File: config.mk
export PLATFORM = sky130hd
export DESIGN_NAME = sram_like_arbiter
export DESIGN_NICKNAME = d
export VERILOG_FILES = /design/src/rtl/cpu_bus_pkg.sv /design/src/rtl/resp_order_fifo.sv /design/src/rtl/sram_like_arbiter.sv
export SDC_FILE = /design/constraint.sdc
export NUM_CORES = 1
export LEC_CHECK = 0
export CELL_PAD_IN_SITES_DETAIL_PLACEMENT = 1
export CELL_PAD_IN_SITES_GLOBAL_PLACEMENT = 1
export CORE_MARGIN = 2
export CORE_UTILIZATION = 14
export DETAILED_ROUTE_END_ITERATION = 6
export MAX_ROUTING_LAYER = met4
export PLACE_DENSITY = 0.89
export SETUP_SLACK_MARGIN = 0.2
export SYNTH_ARGS = -nofsm -noshare
export SYNTH_HDL_FRONTEND = slang
export SYNTH_SLANG_ARGS = --single-unit
File: constraint.sdc
create_clock -name clk -period 3.3 [get_ports clk]
set_clock_uncertainty 0.2 [all_clocks]
set_input_delay 0.66 -clock clk [delete_from_list [all_inputs] [get_ports clk]]
set_output_delay 0.66 -clock clk [all_outputs]
set_load 0.05 [all_outputs]
File: src/rtl/cpu_bus_pkg.sv
// Shared definitions for the CPU SRAM-like bus: transfer size encodings,
// arbitration policy selectors and width helpers used by the arbiter.
package cpu_bus_pkg;

  // Transfer size encodings carried on the size field (byte count 1/2/4).
  localparam logic [1:0] SZ_BYTE = 2'd0;
  localparam logic [1:0] SZ_HALF = 2'd1;
  localparam logic [1:0] SZ_WORD = 2'd2;

  // Arbitration policy selectors.
  localparam int ARB_FIXED = 0;
  localparam int ARB_RR    = 1;

  // Width of an occupancy counter that must represent 0..max_outst inclusive.
  function automatic int occ_width(input int max_outst);
    return $clog2(max_outst) + 1;
  endfunction

  // Width of a port index; a single-port build still needs one bit.
  function automatic int idx_width(input int num_ports);
    return (num_ports > 1) ? $clog2(num_ports) : 1;
  endfunction

endpackage

File: src/rtl/resp_order_fifo.sv
// Issue-order FIFO of port indices. Each accepted request pushes the index of
// the port that issued it; each response pops the head so the response can be
// routed back to that port.
module resp_order_fifo
  import cpu_bus_pkg::*;
#(
  parameter int DEPTH = 4,
  parameter int WIDTH = 1
) (
  input  logic                        clk,
  input  logic                        resetn,
  input  logic                        push_i,
  input  logic [WIDTH-1:0]            push_idx_i,
  input  logic                        pop_i,
  output logic [WIDTH-1:0]            head_o,
  output logic [occ_width(DEPTH)-1:0] count_o,
  output logic                        full_o,
  output logic                        empty_o
);

  localparam int PTR_W = $clog2(DEPTH);
  localparam int CNT_W = occ_width(DEPTH);

  logic [WIDTH-1:0] mem_q [DEPTH];
  logic [PTR_W-1:0] wr_ptr_q, wr_ptr_d;
  logic [PTR_W-1:0] rd_ptr_q, rd_ptr_d;
  logic [CNT_W-1:0] cnt_q, cnt_d;
  logic             do_push;
  logic             do_pop;

  assign full_o  = (cnt_q == CNT_W'(DEPTH));
  assign empty_o = (cnt_q == '0);
  assign count_o = cnt_q;
  assign head_o  = mem_q[rd_ptr_q];

  // Full/empty come from the registered count, so a pop in the same cycle
  // never makes room for a push.
  assign do_push = push_i & ~full_o;
  assign do_pop  = pop_i & ~empty_o;

  // Next-state for pointers and occupancy; pointers wrap naturally since DEPTH is a power of two.
  always_comb begin
    // NOTE: every output of a combinational block gets a default first so no latch is inferred.
    wr_ptr_d = wr_ptr_q;
    rd_ptr_d = rd_ptr_q;
    cnt_d    = cnt_q;
    if (do_push) wr_ptr_d = wr_ptr_q + PTR_W'(1);
    if (do_pop)  rd_ptr_d = rd_ptr_q + PTR_W'(1);
    case ({do_push, do_pop})
      2'b10:   cnt_d = cnt_q + CNT_W'(1);
      2'b01:   cnt_d = cnt_q - CNT_W'(1);
      default: cnt_d = cnt_q;
    endcase
  end

  // Pointer and count registers with synchronous active-low reset.
  always_ff @(posedge clk) begin
    // NOTE: sequential state uses non-blocking assignments so all flops update from pre-edge values.
    if (!resetn) begin
      wr_ptr_q <= '0;
      rd_ptr_q <= '0;
      cnt_q    <= '0;
    end else begin
      wr_ptr_q <= wr_ptr_d;
      rd_ptr_q <= rd_ptr_d;
      cnt_q    <= cnt_d;
    end
  end

  // Entry storage, written on accepted pushes only.
  always_ff @(posedge clk) begin
    // NOTE: storage is not reset; the pointers and count alone decide which entries are valid.
    if (do_push) mem_q[wr_ptr_q] <= push_idx_i;
  end

endmodule

File: src/rtl/sram_like_arbiter.sv
// N-to-1 arbiter for the SRAM-like (req/addr_ok/data_ok) bus. Masters are
// merged onto one slave; an issue-order FIFO routes each data_ok back to the
// master that issued the matching request. A stalled request (s_req high,
// s_addr_ok low) locks the grant so the slave sees a stable request.
module sram_like_arbiter
  import cpu_bus_pkg::*;
#(
  parameter int NUM_PORTS = 2,
  parameter int ADDR_W    = 32,
  parameter int DATA_W    = 32,
  parameter int MAX_OUTST = 4,
  parameter int ARB_MODE  = ARB_FIXED
) (
  input  logic                            clk,
  input  logic                            resetn,
  input  logic [NUM_PORTS-1:0]            m_req,
  input  logic [NUM_PORTS-1:0]            m_wr,
  input  logic [2*NUM_PORTS-1:0]          m_size,
  input  logic [(DATA_W/8)*NUM_PORTS-1:0] m_wstrb,
  input  logic [ADDR_W*NUM_PORTS-1:0]     m_addr,
  input  logic [DATA_W*NUM_PORTS-1:0]     m_wdata,
  output logic [NUM_PORTS-1:0]            m_addr_ok,
  output logic [NUM_PORTS-1:0]            m_data_ok,
  output logic [DATA_W-1:0]               m_rdata,
  output logic                            s_req,
  output logic                            s_wr,
  output logic [1:0]                      s_size,
  output logic [DATA_W/8-1:0]             s_wstrb,
  output logic [ADDR_W-1:0]               s_addr,
  output logic [DATA_W-1:0]               s_wdata,
  input  logic                            s_addr_ok,
  input  logic                            s_data_ok,
  input  logic [DATA_W-1:0]               s_rdata,
  output logic [occ_width(MAX_OUTST)-1:0] outstanding,
  output logic                            proto_err
);

  localparam int STRB_W = DATA_W / 8;
  localparam int IDX_W  = idx_width(NUM_PORTS);
  localparam int OCC_W  = occ_width(MAX_OUTST);

  logic [IDX_W-1:0] grant;
  logic             handshake;
  logic             pop;

  logic             lock_valid_q, lock_valid_d;
  logic [IDX_W-1:0] lock_port_q, lock_port_d;
  logic [IDX_W-1:0] rr_ptr_q, rr_ptr_d;
  logic             proto_err_q, proto_err_d;

  logic [IDX_W-1:0] fifo_head;
  logic [OCC_W-1:0] fifo_count;
  logic             fifo_full;
  logic             fifo_empty;

  // Grant selection: a held lock wins, otherwise fixed priority or round-robin from rr_ptr.
  always_comb begin
    grant = '0;
    if (lock_valid_q) begin
      grant = lock_port_q;
    end else if (ARB_MODE == ARB_RR) begin
      // Scan downwards so the candidate closest to rr_ptr is assigned last.
      for (int k = NUM_PORTS - 1; k >= 0; k--) begin
        int p;
        p = int'(rr_ptr_q) + k;
        if (p >= NUM_PORTS) p = p - NUM_PORTS;
        if (m_req[p]) grant = IDX_W'(p);
      end
    end else begin
      for (int p = NUM_PORTS - 1; p >= 0; p--) begin
        if (m_req[p]) grant = IDX_W'(p);
      end
    end
  end

  // Slave request: no path from s_addr_ok, gated by reset and the registered full flag.
  assign s_req     = resetn & ((|m_req) | lock_valid_q) & ~fifo_full;
  assign handshake = s_req & s_addr_ok;
  assign pop       = resetn & s_data_ok & ~fifo_empty;
  assign m_rdata   = s_rdata;
  assign outstanding = fifo_count;
  assign proto_err   = proto_err_q;

  // Request field mux from the granted port, plus per-port handshake decode.
  always_comb begin
    s_wr      = m_wr[0];
    s_size    = m_size[1:0];
    s_wstrb   = m_wstrb[STRB_W-1:0];
    s_addr    = m_addr[ADDR_W-1:0];
    s_wdata   = m_wdata[DATA_W-1:0];
    m_addr_ok = '0;
    m_data_ok = '0;
    for (int p = 0; p < NUM_PORTS; p++) begin
      if (grant == IDX_W'(p)) begin
        s_wr    = m_wr[p];
        s_size  = m_size[2*p +: 2];
        s_wstrb = m_wstrb[STRB_W*p +: STRB_W];
        s_addr  = m_addr[ADDR_W*p +: ADDR_W];
        s_wdata = m_wdata[DATA_W*p +: DATA_W];
      end
      m_addr_ok[p] = handshake & (grant == IDX_W'(p));
      m_data_ok[p] = pop & (fifo_head == IDX_W'(p));
    end
  end

  // Next-state for the grant lock, round-robin pointer and sticky protocol error.
  always_comb begin
    lock_valid_d = lock_valid_q;
    lock_port_d  = lock_port_q;
    rr_ptr_d     = rr_ptr_q;
    proto_err_d  = proto_err_q | (s_data_ok & fifo_empty);
    if (handshake) begin
      lock_valid_d = 1'b0;
    end else if (s_req) begin
      lock_valid_d = 1'b1;
      lock_port_d  = grant;
    end
    if ((ARB_MODE == ARB_RR) && handshake) begin
      rr_ptr_d = (grant == IDX_W'(NUM_PORTS - 1)) ? '0 : grant + IDX_W'(1);
    end
  end

  // Control registers with synchronous active-low reset.
  always_ff @(posedge clk) begin
    if (!resetn) begin
      lock_valid_q <= 1'b0;
      lock_port_q  <= '0;
      rr_ptr_q     <= '0;
      proto_err_q  <= 1'b0;
    end else begin
      lock_valid_q <= lock_valid_d;
      lock_port_q  <= lock_port_d;
      rr_ptr_q     <= rr_ptr_d;
      proto_err_q  <= proto_err_d;
    end
  end

  resp_order_fifo #(
    .DEPTH (MAX_OUTST),
    .WIDTH (IDX_W)
  ) u_order_fifo (
    .clk        (clk),
    .resetn     (resetn),
    .push_i     (handshake),
    .push_idx_i (grant),
    .pop_i      (pop),
    .head_o     (fifo_head),
    .count_o    (fifo_count),
    .full_o     (fifo_full),
    .empty_o    (fifo_empty)
  );

endmodule

==> impl_metrics.xml, run 1 <==
<?xml version="1.0" encoding="UTF-8"?>
<metrics>
  <group name="status">
    <metric name="run_status" unit="">finished, final reports clean</metric>
  </group>
  <group name="detailed_routing">
    <metric name="drt_pre_antenna_iters" unit="">4</metric>
    <metric name="detail-route-antenna-nets" unit="">0</metric>
    <metric name="routed-via-count" unit="">2188</metric>
    <metric name="wire_per_inst" unit="um">16.7</metric>
    <metric name="post_drt_via_cell_ratio" unit="">3.84</metric>
    <metric name="initialDrtViolationCount" unit="">19</metric>
    <metric name="drt-total-wl" unit="mm">9.53</metric>
    <metric name="drc_errors" unit="">0</metric>
  </group>
  <group name="floorplan">
    <metric name="fp.coreArea" unit="sq um">13300</metric>
    <metric name="io-pin-count" unit="">292</metric>
    <metric name="std_cell_rows" unit="">42</metric>
    <metric name="start_util" unit="%">14.4</metric>
    <metric name="chipWidth" unit="um">121</metric>
    <metric name="dieArea" unit="sq um">14700</metric>
    <metric name="dieHeight" unit="um">121</metric>
  </group>
  <group name="clocking">
    <metric name="clock_tree.buffer_depth" unit="">2</metric>
    <metric name="cts_buffers" unit="">3</metric>
    <metric name="clkLatencyLatePin" unit="ns">0.24</metric>
    <metric name="sinks_on_the_clock_net" unit="">16</metric>
    <metric name="post_cts_hold_buffer_count" unit="">0</metric>
    <metric name="root_buffer" unit="">sky130_fd_sc_hd__clkbuf_16</metric>
    <metric name="clk_pin_slew_worst_paths" unit="ns">0.05</metric>
    <metric name="cts_tree" unit="">done</metric>
    <metric name="htreeDepth" unit="">1</metric>
  </group>
  <group name="yosys">
    <metric name="mappedNetlistNets" unit="">373</metric>
    <metric name="syn_avg_cell_area" unit="sq um">10.3</metric>
    <metric name="synth_adder_area_share" unit="%">4.29</metric>
    <metric name="yosys_warnings" unit="">0</metric>
    <metric name="synth_enable_flop_cells" unit="">4</metric>
    <metric name="netlist_top_cells_area" unit="">sky130_fd_sc_hd__mux2_2 35%, sky130_fd_sc_hd__dfxtp_1 12%, sky130_fd_sc_hd__buf_4 12%</metric>
    <metric name="fraction_of_the_yosys_area_taken_by_sequential_cells" unit="%">18.7</metric>
    <metric name="ys_ff_latch" unit="">16</metric>
    <metric name="synthDistinctLibCells" unit="">35</metric>
    <metric name="yosys.area_share.simple" unit="%">8.19</metric>
    <metric name="post_synth_instance_area" unit="sq um">1920</metric>
    <metric name="synth-xor-area-share" unit="%">1.37</metric>
    <metric name="synth_ff_type" unit="">sky130_fd_sc_hd__dfxtp_1</metric>
    <metric name="synthesized_instance_count" unit="">187</metric>
    <metric name="synth_largest_type_area_fraction" unit="%">34.5</metric>
    <metric name="synth_compound_area_share" unit="%">3.97</metric>
    <metric name="synth_top_family_by_area" unit="">multiplexers</metric>
    <metric name="post-synth-top-area-cell" unit="">sky130_fd_sc_hd__mux2_2</metric>
    <metric name="synthArstFlopShare" unit="%">0</metric>
    <metric name="post_synth_mux_area_share" unit="%">44.3</metric>
  </group>
  <group name="critical_path">
    <metric name="r2r_start" unit="">u_order_fifo.count_o[2]</metric>
    <metric name="path_class" unit="">in -&gt; out</metric>
    <metric name="r2r_slack" unit="ns">0.55</metric>
    <metric name="setup.worst_path.end_class" unit="">output pin</metric>
    <metric name="cp_cell_sequence" unit="">dlygate4sd2_1, nand2b_1, o21a_2, clkinv_4, buf_12, buf_16, mux2_1, buf_6</metric>
    <metric name="crit_slowest_cell" unit="">sky130_fd_sc_hd__mux2_1</metric>
    <metric name="cp_max_fo" unit="">7</metric>
    <metric name="crit_arrival" unit="ns">2.14</metric>
    <metric name="worst_path_largest_cell_delay" unit="ns">0.33</metric>
    <metric name="cp_num_buf_inv" unit="">5</metric>
    <metric name="timing.reg2reg.worst_path_depth" unit="">9</metric>
    <metric name="critPathTopFamily" unit="">buffers and inverters</metric>
    <metric name="critical_path_required" unit="ns">2.44</metric>
    <metric name="element_type_at_the_critical_path_start" unit="">input port</metric>
    <metric name="critical_path.reg2reg.endpoint" unit="">u_order_fifo.count_o[2]</metric>
  </group>
  <group name="hold_path">
    <metric name="hold_path_class" unit="">reg -&gt; reg</metric>
    <metric name="min-delay-start" unit="">u_order_fifo.rd_ptr_q[1]</metric>
    <metric name="worstHoldPathCells" unit="">1</metric>
    <metric name="min_to" unit="">u_order_fifo.rd_ptr_q[1]</metric>
  </group>
  <group name="sta">
    <metric name="max_freq" unit="MHz">334</metric>
    <metric name="timing_hold_violations_final" unit="">0</metric>
    <metric name="max_slew_margin" unit="%">67.0</metric>
    <metric name="grt_setup_unrepaired" unit="">no</metric>
    <metric name="report.final.slew_viol_count" unit="">0</metric>
    <metric name="final.period_utilization" unit="%">90.8</metric>
    <metric name="finalCriticalPeriod" unit="ns">3.00</metric>
    <metric name="tightest_slew" unit="ns">0.494</metric>
    <metric name="setup-violations-final" unit="">0</metric>
  </group>
  <group name="cells_and_area">
    <metric name="area.growth.synth_to_final" unit="%">127</metric>
    <metric name="diodes" unit="">0</metric>
    <metric name="fin_cells" unit="">570</metric>
    <metric name="finalInstanceArea" unit="sq um">4380</metric>
    <metric name="total_number_of_nets_in_the_final_design" unit="">581</metric>
    <metric name="most_common_library_cell_in_the_layout_ignoring_fill_and_taps" unit="">sky130_fd_sc_hd__clkdlybuf4s50_1</metric>
    <metric name="post_route_cells_drive_above_1_share" unit="%">42.9</metric>
    <metric name="most-common-layout-cells" unit="">149 x sky130_fd_sc_hd__clkdlybuf4s50_1, 57 x sky130_fd_sc_hd__buf_4, 56 x sky130_fd_sc_hd__mux2_2</metric>
  </group>
  <group name="grt">
    <metric name="maximum_number_of_pins_on_one_net_before_global_route_repair" unit="">19</metric>
    <metric name="grt_pass1_vias" unit="">2490</metric>
    <metric name="initial_antenna_violation_count" unit="">0</metric>
    <metric name="grt_overflow_total" unit="">0</metric>
    <metric name="grt.total_usage" unit="%">12.6</metric>
    <metric name="grt_first_pass_wirelength" unit="mm">14.0</metric>
  </group>
  <group name="placed_design">
    <metric name="hpwlAfterDp" unit="mm">8.10</metric>
    <metric name="port_buffers" unit="">227</metric>
    <metric name="place.detailed.instances" unit="">559</metric>
    <metric name="place.gp.congestion" unit="">0.782</metric>
    <metric name="dpl_cell_area" unit="sq um">4030</metric>
  </group>
  <group name="power_and_ir_drop">
    <metric name="power-per-cell-area" unit="nW/um^2">303</metric>
    <metric name="vdd.ir_drop.worst" unit="mV">0.141</metric>
    <metric name="power.leakage" unit="nW">1.78</metric>
  </group>
  <group name="flow_run">
    <metric name="max_cap_violations" unit="">0</metric>
  </group>
</metrics>
==> stage by stage <==
step	TNS [ns]	util [%]	setup WS, ns	power (mW)	hold slack, ns
after CTS	0	32.8	0.270	1.35	0.289
after floorplan	0	-	0.389	0.802	0.227
after detailed placement	-0.113	30.2	-0.113	1.05	0.277
after global placement	-0.0231	30.2	-0.0231	1.03	0.246
after global routing	0	32.8	0.216	1.39	0.310
final	0	32.8	0.304	1.33	0.284
==> power breakdown <==
group / switching, mW / internal (mW) / total (mW)
Sequential: 0.0125 / 0.215 / 0.227
Combinational: 0.457 / 0.410 / 0.867
Clock: 0.0726 / 0.161 / 0.233
==> cell type report <==
class / instances / area (sq um)
sequential: 16 / 360
fill: 1517 / 8970
timing repair buffer: 243 / 2450
clock buffer: 3 / 75.1
clock inverter: 1 / 3.75
multi-input combinational: 121 / 1220
tap: 176 / 220
inverter: 10 / 47.5
==> how the worst max path moves through the flow <==
| stage | from | to | cells after the start |
|---|---|---|---|
| 2_1_floorplan | u_order_fifo.count_o[2] | u_order_fifo.count_o[2] | 9 |
| 5_1_grt | m_req[0] | s_addr[20] | 8 |
| 6_report | m_req[0] | s_addr[20] | 8 |
| 3_3_place_gp | m_req[1] | u_order_fifo.count_o[2] | 10 |
| 3_5_place_dp | m_req[1] | u_order_fifo.count_o[2] | 10 |
| 4_1_cts | m_req[0] | s_wdata[31] | 8 |
==> logic make-up (layout without fill, tap and decap cells) <==
group | after synthesis | count (layout)
buffers and inverters | 50 | 257
adder cells (fa/ha/maj) | 6 | 6
flip-flops | 16 | 16
XOR/XNOR | 3 | 3
AO/OA/AOI/OAI | 10 | 10
multiplexers | 75 | 75
AND/OR/NAND/NOR | 27 | 27
==> worst register-to-register path, stage by stage, from the launching register on <==
cell	delay (ns)
sky130_fd_sc_hd__dfxtp_1	0.43
sky130_fd_sc_hd__or3b_4	0.44
sky130_fd_sc_hd__and4_4	0.22
sky130_fd_sc_hd__inv_6	0.05
sky130_fd_sc_hd__ha_1	0.16
sky130_fd_sc_hd__inv_1	0.06
sky130_fd_sc_hd__fa_1	0.37
sky130_fd_sc_hd__xor2_1	0.16
sky130_fd_sc_hd__or3_2	0.41
sky130_fd_sc_hd__a21oi_1	0.18
==> Yosys cell counts, types with 2 or more instances <==
library cell                n
sky130_fd_sc_hd__and4_4     2
sky130_fd_sc_hd__nand2_1    5
sky130_fd_sc_hd__buf_6      7
sky130_fd_sc_hd__edfxtp_1   4
sky130_fd_sc_hd__xor2_1     2
sky130_fd_sc_hd__ha_1       5
sky130_fd_sc_hd__mux2_2    59
sky130_fd_sc_hd__buf_4     32
sky130_fd_sc_hd__and2_1     5
sky130_fd_sc_hd__nor2_1     8
sky130_fd_sc_hd__mux2_1    12
sky130_fd_sc_hd__dfxtp_1   12
sky130_fd_sc_hd__mux2i_1    3
sky130_fd_sc_hd__a21oi_1    3
sky130_fd_sc_hd__inv_1      8
==> layer usage <==
metal / up-vias / track usage [%] / wire length, um
met5: - / - / 0
met1: 1027 / 13.3 / 3390
met2: 115 / 24.9 / 5570
li1: 1040 / - / -
met4: 0 / 1.87 / 73
met3: 6 / 1.93 / 491
==> repair_timing <==
action,CTS,global route
setup endpoints to repair,72,18
buffers inserted,4,0
pin swaps,1,1
gates resized for setup,40,1
gates cloned,3,0
No activity file was read; power rests on OpenSTA's default activity.
==> run 2, diff against run 1 <==
--- a/config.mk
+++ b/config.mk
@@ -7,7 +7,6 @@
 export LEC_CHECK = 0
 export CELL_PAD_IN_SITES_DETAIL_PLACEMENT = 1
 export CELL_PAD_IN_SITES_GLOBAL_PLACEMENT = 1
-export CORE_MARGIN = 2
 export CORE_UTILIZATION = 14
 export DETAILED_ROUTE_END_ITERATION = 6
 export MAX_ROUTING_LAYER = met4
==> impl_metrics.xml, run 2 (synthesis results as in run 1) <==
<?xml version="1.0" encoding="UTF-8"?>
<metrics>
  <group name="placed_design">
    <metric name="port_buffers" unit="">227</metric>
    <metric name="post-place-ws" unit="ns">-0.0318</metric>
    <metric name="dpl_cell_area" unit="sq um">4030</metric>
    <metric name="place.gp.congestion" unit="">0.709</metric>
    <metric name="hpwlAfterDp" unit="mm">7.39</metric>
  </group>
  <group name="grt">
    <metric name="initial_antenna_violation_count" unit="">0</metric>
    <metric name="grt.total_usage" unit="%">12.5</metric>
    <metric name="grt_overflow_total" unit="">0</metric>
    <metric name="grt_pass1_vias" unit="">2456</metric>
    <metric name="maximum_number_of_pins_on_one_net_before_global_route_repair" unit="">19</metric>
    <metric name="grt_first_pass_wirelength" unit="mm">13.6</metric>
  </group>
  <group name="critical_path">
    <metric name="cp_cell_sequence" unit="">dlygate4sd2_1, nand2b_4, o21a_4, inv_8, buf_12, buf_16, mux2_2, buf_6</metric>
    <metric name="setup.worst_path.end_class" unit="">output pin</metric>
    <metric name="path_class" unit="">in -&gt; out</metric>
    <metric name="worst_path_largest_cell_delay" unit="ns">0.36</metric>
    <metric name="element_type_at_the_critical_path_start" unit="">input port</metric>
    <metric name="r2r_slack" unit="ns">0.61</metric>
    <metric name="critical_path_required" unit="ns">2.44</metric>
    <metric name="crit_arrival" unit="ns">2.17</metric>
    <metric name="timing.reg2reg.worst_path_depth" unit="">9</metric>
    <metric name="crit_slowest_cell" unit="">sky130_fd_sc_hd__mux2_2</metric>
    <metric name="cp_max_fo" unit="">18</metric>
  </group>
  <group name="detailed_routing">
    <metric name="detail-route-antenna-nets" unit="">0</metric>
    <metric name="routed-via-count" unit="">2179</metric>
    <metric name="drt-total-wl" unit="mm">9.00</metric>
    <metric name="wire_per_inst" unit="um">15.8</metric>
    <metric name="drt_pre_antenna_iters" unit="">4</metric>
    <metric name="met2_length" unit="mm">5.01</metric>
    <metric name="m1WireLength" unit="mm">3.37</metric>
    <metric name="post_drt_via_cell_ratio" unit="">3.83</metric>
    <metric name="met3WireLength" unit="um">567</metric>
    <metric name="top_layer_used" unit="">met4</metric>
    <metric name="drc_errors" unit="">0</metric>
    <metric name="initialDrtViolationCount" unit="">35</metric>
  </group>
  <group name="power_and_ir_drop">
    <metric name="vdd.ir_drop.worst" unit="mV">0.151</metric>
    <metric name="power.leakage" unit="nW">1.76</metric>
    <metric name="power-per-cell-area" unit="nW/um^2">304</metric>
  </group>
  <group name="clocking">
    <metric name="clk_pin_slew_worst_paths" unit="ns">0.05</metric>
    <metric name="clkLatencyLatePin" unit="ns">0.25</metric>
    <metric name="sinks_on_the_clock_net" unit="">16</metric>
    <metric name="clock_tree.buffer_depth" unit="">2</metric>
    <metric name="htreeDepth" unit="">1</metric>
    <metric name="cts_buffers" unit="">3</metric>
    <metric name="root_buffer" unit="">sky130_fd_sc_hd__clkbuf_16</metric>
    <metric name="cts_tree" unit="">done</metric>
  </group>
  <group name="cells_and_area">
    <metric name="most_common_library_cell_in_the_layout_ignoring_fill_and_taps" unit="">sky130_fd_sc_hd__clkdlybuf4s50_1</metric>
    <metric name="finalInstanceArea" unit="sq um">4380</metric>
    <metric name="layout.area.seq" unit="sq um">360</metric>
    <metric name="area.growth.synth_to_final" unit="%">127</metric>
    <metric name="final_util" unit="%">32.8</metric>
    <metric name="diodes" unit="">0</metric>
    <metric name="multi_input_comb_area" unit="sq um">1210</metric>
    <metric name="nFillCells" unit="">1523</metric>
    <metric name="total_number_of_nets_in_the_final_design" unit="">580</metric>
    <metric name="most-common-layout-cells" unit="">149 x sky130_fd_sc_hd__clkdlybuf4s50_1, 59 x sky130_fd_sc_hd__mux2_2, 56 x sky130_fd_sc_hd__buf_4</metric>
    <metric name="post_route_cells_drive_above_1_share" unit="%">42.5</metric>
  </group>
  <group name="sta">
    <metric name="max_slew_margin" unit="%">66.1</metric>
    <metric name="finalCriticalPeriod" unit="ns">3.03</metric>
    <metric name="final.period_utilization" unit="%">91.7</metric>
    <metric name="setup-violations-final" unit="">0</metric>
    <metric name="tightest_slew" unit="ns">0.506</metric>
    <metric name="final_layout_worst_hold_slack" unit="ns">0.262</metric>
    <metric name="report.final.slew_viol_count" unit="">0</metric>
    <metric name="max_freq" unit="MHz">330</metric>
    <metric name="grt_setup_unrepaired" unit="">no</metric>
    <metric name="finalWorstSetupSlack" unit="ns">0.274</metric>
    <metric name="timing_hold_violations_final" unit="">0</metric>
  </group>
  <group name="status">
    <metric name="run_status" unit="">finished, final reports clean</metric>
  </group>
  <group name="floorplan">
    <metric name="start_util" unit="%">14.4</metric>
    <metric name="fp.coreArea" unit="sq um">13300</metric>
    <metric name="chipWidth" unit="um">119</metric>
    <metric name="dieArea" unit="sq um">14200</metric>
    <metric name="std_cell_rows" unit="">42</metric>
    <metric name="io-pin-count" unit="">292</metric>
    <metric name="dieHeight" unit="um">119</metric>
  </group>
  <group name="hold_path">
    <metric name="worstHoldPathCells" unit="">1</metric>
    <metric name="hold_path_class" unit="">reg -&gt; reg</metric>
  </group>
  <group name="flow_run">
    <metric name="max_cap_violations" unit="">0</metric>
  </group>
</metrics>
## run 2: cell types whose count changed in the layout (fill, tap and decap cells not counted)
cell and change:
sky130_fd_sc_hd__buf_16 +1, sky130_fd_sc_hd__buf_4 -1, sky130_fd_sc_hd__buf_6 +1, sky130_fd_sc_hd__buf_8 -2, sky130_fd_sc_hd__clkinv_4 -1, sky130_fd_sc_hd__inv_8 +1
sky130_fd_sc_hd__mux2_1 +2, sky130_fd_sc_hd__mux2_2 +3, sky130_fd_sc_hd__mux2_4 -5, sky130_fd_sc_hd__nand2b_1 -1, sky130_fd_sc_hd__nand2b_4 +1, sky130_fd_sc_hd__o21a_2 -1
sky130_fd_sc_hd__o21a_4 +1
## run 2: repair_timing
item | 4_1_cts | 5_1_grt
hold buffers | 0 | 0
setup endpoints to repair | 67 | 0
hold endpoints to repair | 0 | 0
setup buffers | 4 | 0
gates resized for setup | 37 | 0
## run 2: per-layer routing
layer / GRT usage [%] / up-vias
li1: - / 1037
met1: 13.8 / 1014
met2: 23.5 / 121
met3: 2.06 / 7
met4: 1.90 / 0
met5: - / -
## run 2: layout make-up
cell class | instances | area share [%]
multi-input combinational | 121 | 27.7
sequential | 16 | 8.24
clock buffer | 3 | 1.72
inverter | 10 | 1.14
timing repair buffer | 242 | 56.1
tap | 176 | 5.03
clock inverter | 1 | 0.0858
## run 2: critical path, delay by kind of cell
kind / cells / cell delay (ns)
AOI/OAI and AO/OA: 1 / 0.22
buffers and inverters: 5 / 0.77
muxes: 1 / 0.36
and+or+nand+nor: 1 / 0.14
## run 2: power breakdown
part | internal, mW | switching, mW | leakage (nW)
clock | 0.161 | 0.0757 | 0.0385
combinational | 0.408 | 0.460 | 1.59
sequential | 0.215 | 0.0127 | 0.135
total | 0.784 | 0.548 | 1.76
## run 2: path summary, 6_finish.rpt
path / startpoint / endpoint
worst max register to register: u_order_fifo.count_o[2] / u_order_fifo.count_o[2]
worst min-delay path: u_order_fifo.rd_ptr_q[1] / flop
worst max-delay path: m_req[0] / s_addr[11]
worst min register to register: u_order_fifo.rd_ptr_q[1] / flop
## run 2: metrics by stage
step | TNS [ns] | std cells | total power, mW
final | 0 | 569 | 1.33
after global routing | 0 | 569 | 1.38
after CTS | 0 | 569 | 1.35
after detailed placement | -0.0318 | 558 | 1.04
after global placement | 0 | 558 | 1.03
after floorplan | 0 | 187 | 0.802
==> run 3, diff against run 2 <==
--- a/config.mk
+++ b/config.mk
@@ -15,3 +15,4 @@
 export SYNTH_ARGS = -nofsm -noshare
 export SYNTH_HDL_FRONTEND = slang
 export SYNTH_SLANG_ARGS = --single-unit
+export TNS_END_PERCENT = 10
==> results of run 3 <==
No change in the layout: final DEF, timing and power equal those of run 2.
